`config.mk`:
```
export PLATFORM = sky130hd
export DESIGN_NAME = bomberman_draw_scheduler
export DESIGN_NICKNAME = d
export VERILOG_FILES = /design/src/rtl/bomberman_draw_scheduler.sv
export SDC_FILE = /design/constraint.sdc
export NUM_CORES = 1
export LEC_CHECK = 0
export ABC_AREA = 1
export BUFFER_PORTS_ARGS = -buffer_cell sky130_fd_sc_hd__buf_2
export CORE_AREA = 2 2 73 47
export CTS_CLUSTER_SIZE = 40
export DETAILED_ROUTE_END_ITERATION = 6
export DIE_AREA = 0 0 75 49
export GPL_ROUTABILITY_DRIVEN = 1
export PLACE_DENSITY = 0.85
export SETUP_SLACK_MARGIN = 0.15
export SLEW_MARGIN = 40
export SYNTH_ARGS = -nofsm -noshare
export SYNTH_HDL_FRONTEND = slang
export SYNTH_SLANG_ARGS = --single-unit
export TNS_END_PERCENT = 10
```
`constraint.sdc`:
```
create_clock -name clock -period 2.1 [get_ports clock]
set_input_delay 0.315 -clock clock [delete_from_list [all_inputs] [get_ports clock]]
set_output_delay 0.315 -clock clock [all_outputs]
set_load 0.1 [all_outputs]
```
`src/rtl/bomberman_draw_scheduler.sv`:
```
// bomberman_draw_scheduler
//   Frame-level sequencer for the bomberman datapath. Each frame it redraws the
//   11x11 stage tile by tile, then sprite P1, then sprite P2, waits for the frame
//   tick, and on every MOVE_DIV-th tick applies one latched move per player.
//
// Ports
//   clock, reset          system clock, asynchronous active-high reset
//   start                 level; leaves IDLE and begins the game
//   frame_tick            one-cycle pulse per display frame
//   finished              copy-engine done pulse
//   all_tiles_drawn       tile counters back at (0,0)
//   p1_keys, p2_keys      {bomb,xdir,xmov,ydir,ymov} raw player requests
//   memory_select         0 tile ROM, 1 P1 sprite, 2 P2 sprite
//   copy_enable           held high until the copy finishes
//   tc_enable             one-cycle tile-counter advance
//   draw_t/draw_p1/draw_p2  coordinate source selects
//   player_reset, stage_reset  high in reset and IDLE
//   p1_move, p2_move      latched moves, non-zero only in the MOVE cycle
//   busy                  high outside IDLE and WAIT_FRAME
//   timeout_err           sticky copy-timeout flag
//
// Build option
//   COPY_TIMEOUT_EN  enables the per-copy timeout counter; when undefined the
//                    COPY states wait indefinitely and timeout_err is tied 0.
//
// All outputs are registered from a decode of the next state, so they line up
// with the state the FSM is in and drop asynchronously with reset.

module bomberman_draw_scheduler #(
  parameter int unsigned MOVE_DIV     = 4,
  parameter int unsigned COPY_TIMEOUT = 1023
) (
  input  logic       clock,
  input  logic       reset,
  input  logic       start,
  input  logic       frame_tick,
  input  logic       finished,
  input  logic       all_tiles_drawn,
  input  logic [4:0] p1_keys,
  input  logic [4:0] p2_keys,
  output logic [1:0] memory_select,
  output logic       copy_enable,
  output logic       tc_enable,
  output logic       draw_t,
  output logic       draw_p1,
  output logic       draw_p2,
  output logic       player_reset,
  output logic       stage_reset,
  output logic [4:0] p1_move,
  output logic [4:0] p2_move,
  output logic       busy,
  output logic       timeout_err
);

  localparam int unsigned DIV_W = 4;
  localparam int unsigned KEY_W = 5;
  localparam int unsigned SEL_W = 2;

  // Reject parameter values the divider or timeout counter cannot represent.
  if (MOVE_DIV < 1 || MOVE_DIV > 15 || COPY_TIMEOUT < 1) begin : g_param_check
    $error("bomberman_draw_scheduler: MOVE_DIV must be 1..15 and COPY_TIMEOUT >= 1");
  end

  typedef enum logic [3:0] {
    S_IDLE, S_T_SETUP, S_T_COPY, S_T_NEXT, S_T_CHECK,
    S_P1_SETUP, S_P1_COPY, S_P2_SETUP, S_P2_COPY,
    S_WAIT_FRAME, S_MOVE
  } state_t;

  state_t             state, state_next;
  logic [DIV_W-1:0]   div_q, div_next;
  logic [KEY_W-1:0]   p1_lat, p2_lat;
  logic [KEY_W-1:0]   p1_acc, p2_acc;
  logic               copy_done;

  logic [SEL_W-1:0]   memory_select_d;
  logic               copy_enable_d, tc_enable_d, draw_t_d, draw_p1_d, draw_p2_d;
  logic               resets_d, busy_d;

  // OR-accumulate requests; a direction bit follows the latest sample taken
  // while its movement bit was high.
  function automatic logic [KEY_W-1:0] key_acc(input logic [KEY_W-1:0] lat,
                                               input logic [KEY_W-1:0] k);
    logic [KEY_W-1:0] r;
    r    = lat;
    r[4] = lat[4] | k[4];
    r[2] = lat[2] | k[2];
    if (k[2]) r[3] = k[3];
    r[0] = lat[0] | k[0];
    if (k[0]) r[1] = k[1];
    return r;
  endfunction

  assign p1_acc = key_acc(p1_lat, p1_keys);
  assign p2_acc = key_acc(p2_lat, p2_keys);

`ifdef COPY_TIMEOUT_EN
  localparam int unsigned TO_W = $clog2(COPY_TIMEOUT + 1);

  logic [TO_W-1:0] to_cnt;
  logic            in_copy;
  logic            to_hit;

  assign in_copy   = (state == S_T_COPY) || (state == S_P1_COPY) || (state == S_P2_COPY);
  assign to_hit    = in_copy && !finished && (to_cnt == TO_W'(COPY_TIMEOUT - 1));
  assign copy_done = finished || to_hit;

  // Per-copy cycle counter; restarts on every COPY entry.
  always_ff @(posedge clock or posedge reset) begin
    if (reset) begin
      to_cnt      <= '0;
      timeout_err <= 1'b0;
    end else begin
      to_cnt      <= in_copy ? to_cnt + TO_W'(1) : '0;
      timeout_err <= timeout_err | to_hit;
    end
  end
`else
  assign copy_done   = finished;
  assign timeout_err = 1'b0;
`endif

  // Next state, divider update and next-state output decode.
  always_comb begin
    state_next      = state;
    div_next        = div_q;
    memory_select_d = '0;
    copy_enable_d   = 1'b0;
    tc_enable_d     = 1'b0;
    draw_t_d        = 1'b0;
    draw_p1_d       = 1'b0;
    draw_p2_d       = 1'b0;
    resets_d        = 1'b0;
    busy_d          = 1'b1;

    case (state)
      S_IDLE:       if (start) state_next = S_T_SETUP;
      S_T_SETUP:    state_next = S_T_COPY;
      S_T_COPY:     if (copy_done) state_next = S_T_NEXT;
      S_T_NEXT:     state_next = S_T_CHECK;
      // Counters idle at (0,0), so the flag is only meaningful after an advance.
      S_T_CHECK:    state_next = all_tiles_drawn ? S_P1_SETUP : S_T_SETUP;
      S_P1_SETUP:   state_next = S_P1_COPY;
      S_P1_COPY:    if (copy_done) state_next = S_P2_SETUP;
      S_P2_SETUP:   state_next = S_P2_COPY;
      S_P2_COPY:    if (copy_done) state_next = S_WAIT_FRAME;
      S_WAIT_FRAME: begin
        if (frame_tick) begin
          if (div_q == DIV_W'(MOVE_DIV - 1)) begin
            div_next   = '0;
            state_next = S_MOVE;
          end else begin
            div_next   = div_q + DIV_W'(1);
            state_next = S_T_SETUP;
          end
        end
      end
      S_MOVE:       state_next = S_T_SETUP;
      default:      state_next = S_IDLE;
    endcase

    case (state_next)
      S_IDLE: begin
        resets_d = 1'b1;
        busy_d   = 1'b0;
      end
      S_T_SETUP:  draw_t_d = 1'b1;
      S_T_COPY: begin
        draw_t_d      = 1'b1;
        copy_enable_d = 1'b1;
      end
      S_T_NEXT: begin
        draw_t_d    = 1'b1;
        tc_enable_d = 1'b1;
      end
      S_P1_SETUP: begin
        draw_p1_d       = 1'b1;
        memory_select_d = SEL_W'(1);
      end
      S_P1_COPY: begin
        draw_p1_d       = 1'b1;
        memory_select_d = SEL_W'(1);
        copy_enable_d   = 1'b1;
      end
      S_P2_SETUP: begin
        draw_p2_d       = 1'b1;
        memory_select_d = SEL_W'(2);
      end
      S_P2_COPY: begin
        draw_p2_d       = 1'b1;
        memory_select_d = SEL_W'(2);
        copy_enable_d   = 1'b1;
      end
      S_WAIT_FRAME: busy_d = 1'b0;
      default: ;
    endcase
  end

  // State, divider, key latches and registered outputs.
  always_ff @(posedge clock or posedge reset) begin
    if (reset) begin
      state         <= S_IDLE;
      div_q         <= '0;
      p1_lat        <= '0;
      p2_lat        <= '0;
      memory_select <= '0;
      copy_enable   <= 1'b0;
      tc_enable     <= 1'b0;
      draw_t        <= 1'b0;
      draw_p1       <= 1'b0;
      draw_p2       <= 1'b0;
      player_reset  <= 1'b1;
      stage_reset   <= 1'b1;
      p1_move       <= '0;
      p2_move       <= '0;
      busy          <= 1'b0;
    end else begin
      state         <= state_next;
      div_q         <= div_next;
      memory_select <= memory_select_d;
      copy_enable   <= copy_enable_d;
      tc_enable     <= tc_enable_d;
      draw_t        <= draw_t_d;
      draw_p1       <= draw_p1_d;
      draw_p2       <= draw_p2_d;
      player_reset  <= resets_d;
      stage_reset   <= resets_d;
      busy          <= busy_d;

      // Keys seen on the tick cycle still count toward the move being issued.
      if (state_next == S_MOVE) begin
        p1_move <= p1_acc;
        p2_move <= p2_acc;
      end else begin
        p1_move <= '0;
        p2_move <= '0;
      end

      // Latches clear entering MOVE; keys during the MOVE cycle are discarded.
      if (state == S_MOVE || state_next == S_MOVE) begin
        p1_lat <= '0;
        p2_lat <= '0;
      end else begin
        p1_lat <= p1_acc;
        p2_lat <= p2_acc;
      end
    end
  end

endmodule

```
## Yosys cells after proc, flatten, opt, wreduce, memory -nomap -nowiden

Index checks and enable logic that the tools add are counted.

| operators by class | value |
|---|---|
| $add $sub $neg | 1 |
| equality and inequality tests | 20 |
| multiplexer cells | 25 |
| bitwise operators | 6 |
| reductions and logical operators | 9 |

Operator list:

| kind | number |
|---|---|
| $pmux W4 S11 | 1 |
| $eq A4 B3 Y1 const B | 7 |
| $mux W4 | 7 |
| $eq A4 B4 Y1 const B | 6 |
| $eq A4 B2 Y1 const B | 5 |
| $mux W5 | 4 |
| $mux W1 | 11 |
| $eq A4 B1 Y1 const B | 2 |
| $logic_not A4 Y1 | 2 |
| $or A1 B1 Y1 | 6 |
| $reduce_or A2 Y1 | 3 |
| $reduce_or A3 Y1 | 2 |
| $add A4 B1 Y4 const B | 1 |
| $pmux W2 S2 | 1 |
| $mux W3 | 1 |
| $reduce_and A2 Y1 | 1 |
| $logic_or A1 B1 Y1 | 1 |

| word-level totals | value |
|---|---|
| register bits after elaboration | 37 |
| input bits | 16 |
| output and inout port bits | 21 |
| word-level logic and storage cells | 75 |

## Longest topological paths before layout

Gate-level depths: netlist (run 1).

| logic depth | value |
|---|---|
| depth after elaboration | 7 |
| gate-level depth with buffers | 10 |

## Least setup slack after synthesis (run 1)

OpenSTA, ideal clock, no wires.

| timing path | value |
|---|---|
| path kind | register to output |
| from | reg memory_select[0] |
| to | out memory_select[0] |
| arrival time | 1.324 ns |
| required time | 1.785 ns |
| setup slack | 0.461 ns |
| stages on the path, launching flop included | 2 |
| cells stage by stage | dfrtp_1 buf_4 |

RTL lines:

| element | line | RTL |
|---|---|---|
| start: declaration | 41 | `output logic [1:0] memory_select,` |
| start signal: assignment | 220 | `memory_select <= memory_select_d;` |

No word-level cell between the ends.

## Worst setup path after layout (run 1)

| timing path | value |
|---|---|
| from | reg div_q[0] |
| to | reg p2_lat[4] |

| between the ends | value |
|---|---|
| cells in the longest elaborated chain, start to end | 7 |

Ends and longest elaborated chain:

| element | line | RTL |
|---|---|---|
| start: declaration | 71 | `logic [DIV_W-1:0] div_q, div_next;` |
| start signal: assignment | 219 | `div_q <= div_next;` |
| $eq A4 B2 Y1 | 149 | `if (div_q == DIV_W'(MOVE_DIV - 1)) begin` |
| $mux W4 | 149 |  |
| $mux W4 | 148 | `if (frame_tick) begin` |
| $pmux W4 S11 | 136 | `case (state)` |
| $eq A4 B4 Y1 | 240 | `if (state == S_MOVE \|\| state_next == S_MOVE) begin` |
| $logic_or A1 B1 Y1 | 240 |  |
| $mux W5 | 240 |  |
| end signal: assignment | 245 | `p2_lat <= p2_acc;` |
| end: declaration | 72 | `logic [KEY_W-1:0] p1_lat, p2_lat;` |

No other way between the ends.
A chain may end at the register's enable or synchronous reset.

==> impl_metrics.py, run 1 <==
metrics = {
    "run_status": {
        "outcome": "complete, no violations",
    },
    "global_routing": {
        "use_met1_pct": 22.6,
        "grt_use_met3_pct": 6.20,
        "grt.busiest_layer": "met2",
        "grt_usage_pct": 16.3,
        "grt_pass1_wl_mm": 4.41,
        "antenna_found_initial": 0,
        "overflow": 0,
        "grt_use_met2_pct": 23.5,
        "grt_max_degree": 37,
        "first_global_vias": 983,
    },
    "die": {
        "core-area_mm2": 0.00306,
        "rows": 16,
        "die_x_um": 75,
        "die_y_um": 49,
        "initial_core_util_pct": 52.3,
        "die-area_mm2": 0.00368,
        "io_pins": 37,
    },
    "drt": {
        "drt_wl_total_mm": 2.58,
        "wl_per_cell_um": 10.3,
        "ant_nets": 0,
        "dr.pass1.iters": 4,
        "routed-via-count": 1131,
        "drt_iter0_markers": 43,
        "via_per_inst": 4.54,
        "drcViolationCount": 0,
    },
    "clock_network": {
        "clockRootBuffer": "clkbuf_8",
        "cts_tree": "done",
        "cts_resized": 0,
        "clkTransAtPathRegs_ns": 0.07,
        "cts_buffer_depth": 2,
        "cts_setup_buffers": 0,
        "cts_hold_buf": 0,
        "cts_max_level": 2,
        "insertion_delay_ns": 0.28,
        "cts.sinks": 36,
        "cts_buffers": 5,
    },
    "pwr": {
        "ir_worst_vdd_uv": 1050,
        "p_int_mw": 1.52,
        "finalPower_mw": 2.86,
        "p_comb_share_pct": 45.1,
        "leakage_nw": 1.11,
        "pwr-share-clk_pct": 22.6,
        "p_sw_mw": 1.34,
        "powerDensity_mw_per_mm2": 1480,
        "p_seq_share_pct": 32.4,
        "switching_share_pct": 46.9,
    },
    "cells_and_area": {
        "seq_area_um2": 902,
        "syn2layout_area_growth_pct": 20.7,
        "num_antenna_cells": 0,
        "fin_cells": 249,
        "most-common-layout-cells": "dfrtp_1, buf_2, nand2_1",
        "fin_area_mm2": 0.00193,
        "multi_input_comb_area_um2": 566,
        "nNetsFinal": 220,
        "drive_gt1_share_pct": 40.7,
        "nFillCells": 259,
    },
    "yosys": {
        "ys_types": 25,
        "syn_avg_cell_area_um2": 9.77,
        "synthAdderAreaFrac_pct": 0.781,
        "seq_area_frac_synth_pct": 56.3,
        "synth_edf_count": 0,
        "synth_simple_gate_area_share_pct": 23.8,
        "synth.area.top_cells": "dfrtp_1, nand2_1, inv_1, nor2_2, a21oi_2",
        "synthFlopType": "dfrtp_1",
        "synth-compound-area-share_pct": 7.42,
        "synth_top_area_share_pct": 54.6,
        "synth_top_cell_by_area": "dfrtp_1",
        "synth_area_mm2": 0.00160,
        "synthCells": 164,
        "ys.warnings.count": 0,
        "synthArstFlopShare_pct": 100,
        "muxShareOfSynthArea_pct": 2.50,
        "synth_nets": 181,
        "synth-seq-cells": 36,
        "synth_top_family_by_area": "simple AND/OR/NAND/NOR gates",
        "synth_xor_area_share_pct": 0.546,
    },
    "place": {
        "place_area_mm2": 0.00181,
        "finalWeightedCongestion": 0.814,
        "dpl.hpwl_mm": 2.00,
        "dp_cells": 241,
        "io_buffer_count": 35,
    },
    "setup_path": {
        "cp-end-kind": "flop",
        "cp_max_fo": 11,
        "cp-start-kind": "flop",
        "critPathKind": "reg -> reg",
        "cp_data_required_time_ns": 2.30,
        "reg2reg_depth": 6,
        "critPathArrivalTime_ns": 1.78,
    },
    "sta": {
        "period_needed_ns": 1.58,
        "fin_worst_skew_ns": 0.00573,
        "holdWs_ns": 0.112,
        "drv_slew": 0,
        "finalCritPeriodShare_pct": 75.1,
        "max_freq_mhz": 634,
        "final-hold-violation-count": 0,
        "fin_setup_tns_ns": 0,
        "rsz0062_at_grt": "no",
        "finalSetupViolCount": 0,
    },
    "min_path": {
        "worstHoldPathType": "in -> async",
    },
    "job": {
        "cap_violations": 0,
    },
}
## per-layer routing
metal | wire length [µm] | up-vias | share of wire (%)
li1 | - | 579 | -
met1 | 1180 | 520 | 46
met2 | 1200 | 28 | 46
met3 | 162 | 4 | 6.3
met4 | 34 | 0 | 1.3
met5 | 0 | - | 0
## logic make-up after synthesis
group | after synthesis
buf+inv | 31
other cells | 1
flops | 36
fa+ha+maj | 1
simple gates | 72
xor+xnor | 1
compound gates | 18
mux | 4
## state kept, by name, summed over array words and instances (netlist names), 2 cells and up
name and cells:
div_q 4, memory_select 2, p1_lat 5, p1_move 5, p2_lat 5, p2_move 5, state 4
## synth_stat cells, types with 2 or more instances
master / count
nand3_2: 2
buf_4: 3
mux2i_1: 4
nand2_1: 26
dfrtp_1: 35
nor2_2: 12
a21oi_2: 7
nor2_1: 11
a21oi_1: 9
inv_2: 7
inv_1: 20
nand3_1: 8
nand2_2: 5
nor2_4: 4
## worst paths after layout
kind	startpoint	endpoint	slack, ns
setup / recovery	div_q[0]$_DFFE_PP0P_	p2_lat[4]$_DFF_PP0_	0.52
hold / removal	reset	p1_lat[1]$_DFF_PP0_	0.11
setup reg to reg	div_q[0]$_DFFE_PP0P_	p2_lat[4]$_DFF_PP0_	0.52
hold reg to reg	div_q[3]$_DFFE_PP0P_	div_q[3]$_DFFE_PP0P_	0.50
max in group asynchronous	reset	stage_reset$_DFF_PP1_	1.65
min in group clock	finished	tc_enable$_DFF_PP0_	0.28
## power groups by stage
stage                     logic (mW)  registers [mW]  clock network, mW
after floorplan                0.683            1.37                  0
after global routing            1.38           0.944              0.695
final                           1.29           0.927              0.646
after detailed placement        1.29           0.938                  0
after CTS                       1.30           0.925              0.661
after global placement          1.27           0.934                  0
## worst max-delay path, stage by stage, from the launching register on
cell and delay (ns):
dfrtp_1 0.41, ha_1 0.25, nand3_1 0.16, nor2_4 0.07, inv_2 0.23, nand2_2 0.20, a21oi_1 0.17
## final cells by class
cell class	instances	share of cell area, %
sequential	36	46.6
tap	45	2.91
multi-input combinational	97	29.2
clock inverter	1	1.55
clock buffer	7	4.98
inverter	27	5.24
timing repair buffer	36	9.44
## stage by stage
stage               util, %  setup WS, ns
floorplan                 -         0.461
global placement       59.0         0.600
detailed placement     59.0         0.517
CTS                    63.2         0.505
global route           63.2         0.410
finish                 63.2         0.523
Note: power is estimated with default switching activity, not from simulation.
==> run 2, diff against run 1 <==
- CORE_AREA: 2 2 73 47 -> 2 2 75 49
- DIE_AREA: 0 0 75 49 -> 0 0 77 51
- PLACE_DENSITY: 0.85 -> 0.8
- clock period: 2.1 -> 1.5 ns (I/O delays scaled with it)
==> run 2 against run 1 <==
  * Global-route usage fell by 0.96 points
  * Core utilization down 4.0 points
  * Sequential share of layout area fell by 0.92 points
  * Combinational power up 50%
  * Worst hold slack worse by 0.085 ns
  * Die area grew 6.9%
==> impl_metrics.py, run 2 (synthesis gave the netlist of run 1 again) <==
metrics = {
    "run_status": {
        "outcome": "complete, no violations",
    },
    "setup_path": {
        "cp_data_required_time_ns": 1.27,
        "cp_max_fo": 2,
        "r2r-start": "state[3]$_DFF_PP0_",
        "cp_slowest_cell": "dfstp_2",
        "max_stage_delay_ns": 0.53,
        "setup.worst_path.end": "player_reset",
        "cp.depth": 1,
        "reg2reg_depth": 9,
        "critPathBufInv": 1,
        "critPathKind": "reg -> out",
        "critPathTopFamily": "flip-flops",
        "rrSetupSlack_ns": 0.16,
        "path_cells": "clkbuf_4",
        "worstSetupStartpoint": "stage_reset$_DFF_PP1_",
        "cp-start-kind": "flop",
        "cp-end-kind": "primary output",
        "critPathArrivalTime_ns": 1.13,
        "r2r-end": "busy$_DFF_PP0_",
    },
    "drt": {
        "wl_per_cell_um": 10.9,
        "drt_wl_total_mm": 2.78,
        "via_per_inst": 4.63,
        "drcViolationCount": 0,
        "routed-via-count": 1176,
        "ant_nets": 0,
        "drt_iter0_markers": 78,
        "dr.pass1.iters": 4,
    },
    "global_routing": {
        "first_global_vias": 1055,
        "overflow": 0,
        "antenna_found_initial": 0,
        "grt_usage_pct": 15.3,
        "grt_pass1_wl_mm": 4.60,
        "grt_max_degree": 37,
    },
    "cells_and_area": {
        "num_antenna_cells": 0,
        "layout_commonest_cell": "buf_2",
        "drive_gt1_share_pct": 46.9,
        "nFillCells": 299,
        "most-common-layout-cells": "buf_2, dfrtp_1, nand2_1",
        "nNetsFinal": 223,
        "syn2layout_area_growth_pct": 24.0,
    },
    "sta": {
        "finalCritPeriodShare_pct": 90.5,
        "finalSetupViolCount": 0,
        "fin_setup_tns_ns": 0,
        "period_needed_ns": 1.36,
        "drv_slew": 0,
        "final-hold-violation-count": 0,
        "rsz0062_at_grt": "yes",
        "max_freq_mhz": 737,
        "fin_worst_skew_ns": 0.00393,
    },
    "clock_network": {
        "cts.sinks": 36,
        "cts_max_level": 2,
        "cts_hold_buf": 0,
        "insertion_delay_ns": 0.28,
        "clockRootBuffer": "clkbuf_8",
        "clkTransAtPathRegs_ns": 0.07,
        "cts_buffer_depth": 2,
        "cts_buffers": 5,
        "cts_tree": "done",
    },
    "die": {
        "die_y_um": 51,
        "die-area_mm2": 0.00393,
        "rows": 17,
        "initial_core_util_pct": 47.7,
        "core-area_mm2": 0.00336,
        "die_x_um": 77,
        "io_pins": 37,
    },
    "pwr": {
        "leakage_nw": 1.11,
        "powerDensity_mw_per_mm2": 1990,
        "ir_worst_vdd_uv": 1380,
        "finalPower_mw": 3.96,
    },
    "place": {
        "finalWeightedCongestion": 0.840,
        "io_buffer_count": 35,
        "dpl.hpwl_mm": 2.02,
    },
    "job": {
        "cap_violations": 0,
    },
    "min_path": {
        "worstHoldPathType": "in -> async",
    },
}
run 2: worst min-delay path by stage:
stage | from | endpoint | cells past startpoint
after detailed placement | reset | p2_move[4]$_DFF_PP0_ | 3
after floorplan | finished | tc_enable$_DFF_PP0_ | 2
final | reset | p2_lat[4]$_DFF_PP0_ | 3
after global routing | reset | p2_lat[4]$_DFF_PP0_ | 3
after CTS | reset | p2_lat[4]$_DFF_PP0_ | 3
after global placement | reset | p2_lat[4]$_DFF_PP0_ | 3
run 2: layer usage:
| metal | GRT usage, % | share of wire [%] |
|---|---|---|
| met1 | 21.1 | 50 |
| met2 | 23.1 | 44 |
| met4 | 4.46 | 0.50 |
| met3 | 5.48 | 5.5 |
| met5 | 0 | 0 |
run 2: final cells by class:
class                   count  area [µm²]  area share [%]
clock buffers               7        86.3            4.35
clock inverters             1        7.51           0.378
inverters                  27         101            5.10
multi-input cells          97         614            30.9
flip-flops and latches     36         908            45.7
well taps                  47        58.8            2.96
repair buffers             39         210            10.6
run 2: power breakdown:
part	total (mW)	switching [mW]	internal [mW]
registers	1.33	0.150	1.18
clock network	0.707	0.334	0.373
logic	1.93	1.48	0.445
run 2: what timing repair did:
item / in CTS / in global routing
hold endpoints to repair: 0 / 0
setup buffers: 0 / 2
gates cloned: 0 / 0
resized for setup: 0 / 18
pin swaps: 0 / 6
setup endpoints to repair: 26 / 31
run 2: metrics by stage:
step / util, % / hold WS (ns) / area (µm²) / std cells / setup WS [ns]
final: 59.1 / 0.0272 / 1990 / 254 / 0.143
after global routing: 59.1 / 0.0832 / 1990 / 254 / 0.0623
after CTS: 56.9 / 0.0396 / 1910 / 252 / 0.0333
after detailed placement: 54.1 / 0.342 / 1820 / 244 / 0.0735
after global placement: 54.1 / 0.346 / 1820 / 244 / 0.116
after floorplan: - / 0.358 / 1600 / 164 / 0.0584
==> run 3, diff against run 2 <==
- CORE_AREA: 2 2 75 49 -> 2 2 77 49
- DIE_AREA: 0 0 77 51 -> 0 0 79 51
- PLACE_DENSITY: 0.8 -> 0.78
==> run 3 against run 2 <==
  * Register-to-register slack worse by 0.04 ns
  * Clock power up 31%
  * Setup slack worse by 0.024 ns
  * Critical endpoint is now busy$_DFF_PP0_
  * Largest cell class unchanged
  * Largest power group unchanged
  * Highest routed layer unchanged
==> impl_metrics.py, run 3 (synthesis gave the netlist of run 1 again) <==
metrics = {
    "global_routing": {
        "grt_pass1_wl_mm": 4.83,
        "grt_use_met2_pct": 22.0,
        "grt.busiest_layer": "met1",
        "first_global_vias": 1041,
        "grt_usage_pct": 16.2,
        "use_met1_pct": 24.0,
        "grt_max_degree": 37,
        "grt_use_met3_pct": 5.12,
        "overflow": 0,
        "antenna_found_initial": 0,
    },
    "setup_path": {
        "critPathBufInv": 1,
        "critPathArrivalTime_ns": 1.56,
        "cp_max_fo": 4,
        "reg2reg_depth": 8,
        "cpMostUsedCell": "nor2_2",
        "cp-start-kind": "flop",
        "critPathTopFamily": "simple AND/OR/NAND/NOR gates",
        "path_cells": "ha_4, nand3_2, nand2_2, inv_1, nor2_2, nand3_4, nor2_4, nor2_2",
        "cp.depth": 8,
        "rrSetupSlack_ns": 0.12,
        "cp-end-kind": "flop",
        "max_stage_delay_ns": 0.42,
        "cp_data_required_time_ns": 1.68,
        "cp_slowest_cell": "dfrtp_1",
        "critPathKind": "reg -> reg",
    },
    "clock_network": {
        "cts_max_level": 2,
        "cts_tree": "done",
        "cts_buffers": 5,
        "insertion_delay_ns": 0.28,
        "clockRootBuffer": "clkbuf_8",
        "cts_buffer_depth": 2,
        "cts.sinks": 36,
        "clkTransAtPathRegs_ns": 0.07,
    },
    "die": {
        "initial_core_util_pct": 46.5,
        "io_pins": 37,
        "core-area_mm2": 0.00345,
        "rows": 17,
        "die_x_um": 79,
        "die_y_um": 51,
        "die-area_mm2": 0.00403,
    },
    "pwr": {
        "ir_worst_vdd_uv": 1590,
        "powerDensity_mw_per_mm2": 2080,
        "leakage_nw": 1.14,
        "finalPower_mw": 4.31,
    },
    "drt": {
        "drcViolationCount": 0,
        "dr.pass1.iters": 4,
        "ant_nets": 0,
        "drt_wl_total_mm": 3.05,
        "wl_per_cell_um": 11.9,
        "drt_iter0_markers": 58,
        "via_per_inst": 4.70,
        "routed-via-count": 1207,
    },
    "sta": {
        "max_freq_mhz": 724,
        "drv_slew": 0,
        "fin_worst_skew_ns": 0.00114,
        "rsz0062_at_grt": "yes",
        "holdWs_ns": 0.186,
        "period_needed_ns": 1.38,
        "final-hold-violation-count": 0,
        "finalSetupViolCount": 0,
        "fin_setup_tns_ns": 0,
        "finalCritPeriodShare_pct": 92.1,
    },
    "run_status": {
        "outcome": "complete, no violations",
    },
    "job": {
        "cap_violations": 0,
    },
    "cells_and_area": {
        "nNetsFinal": 226,
        "syn2layout_area_growth_pct": 29.3,
        "most-common-layout-cells": "buf_2, dfrtp_1, nand2_1",
        "layout_commonest_cell": "buf_2",
        "seq_area_um2": 908,
        "fin_area_mm2": 0.00207,
        "multi_input_comb_area_um2": 629,
        "fin_cells": 257,
        "num_antenna_cells": 0,
        "drive_gt1_share_pct": 48.6,
        "nFillCells": 296,
    },
    "min_path": {
        "hold_path_depth": 3,
        "worstHoldPathType": "in -> reg",
    },
    "place": {
        "io_buffer_count": 35,
        "dp_cells": 244,
        "dpl.hpwl_mm": 2.13,
        "finalWeightedCongestion": 0.861,
        "place_area_mm2": 0.00183,
    },
}
## run 3: stage by stage
step / setup WS [ns] / util [%]
floorplan: 0.0584 / -
global placement: 0.0505 / 53.2
detailed placement: 0.0258 / 53.2
CTS: 0.0399 / 57.3
global route: 0.0256 / 60.1
finish: 0.119 / 60.1
## run 3: worst paths after layout
kind                                            from               endpoint
worst max-delay path            div_q[0]$_DFFE_PP0P_         busy$_DFF_PP0_
worst min-delay path                        finished    tc_enable$_DFF_PP0_
worst max register to register  div_q[0]$_DFFE_PP0P_         busy$_DFF_PP0_
worst min register to register   p2_lat[0]$_DFF_PP0_   p2_move[0]$_DFF_PP0_
max in group asynchronous                      reset  stage_reset$_DFF_PP1_
min in group asynchronous                      reset   div_q[3]$_DFFE_PP0P_
## run 3: layout make-up
| type | instances | area share (%) |
|---|---|---|
| clock buffer | 7 | 4.65 |
| timing repair buffer | 42 | 12.0 |
| multi-input combinational | 97 | 30.4 |
| sequential | 36 | 43.8 |
| clock inverter | 1 | 1.45 |
| tap | 47 | 2.84 |
| inverter | 27 | 4.89 |
## run 3: where the power goes
group          switching, mW  internal, mW  leakage [nW]
logic                   1.56         0.490         0.640
registers              0.149          1.18         0.440
clock network          0.340         0.586        0.0645
## run 3: timing repair
action                     4_1_cts  5_1_grt
hold endpoints to repair        35        0
setup buffers                    0        4
hold buffers                     1        0
gates cloned                     0        0
gates resized for setup          2       19
setup endpoints to repair       24       32
pin swaps                        0        3
## run 3: worst register-to-register path, stage by stage (launching register included)
cell     delay [ns]
dfrtp_1        0.42
ha_4           0.18
nand3_2        0.12
nand2_2        0.10
inv_1          0.05
nor2_2         0.14
nand3_4        0.11
nor2_4         0.13
nor2_2         0.04
## run 3: metal layers
| metal | part of all wire, % | vias up |
|---|---|---|
| met3 | 6.2 | 3 |
| li1 | - | 597 |
| met2 | 44 | 34 |
| met4 | 0.88 | 0 |
| met5 | 0 | - |
| met1 | 49 | 573 |
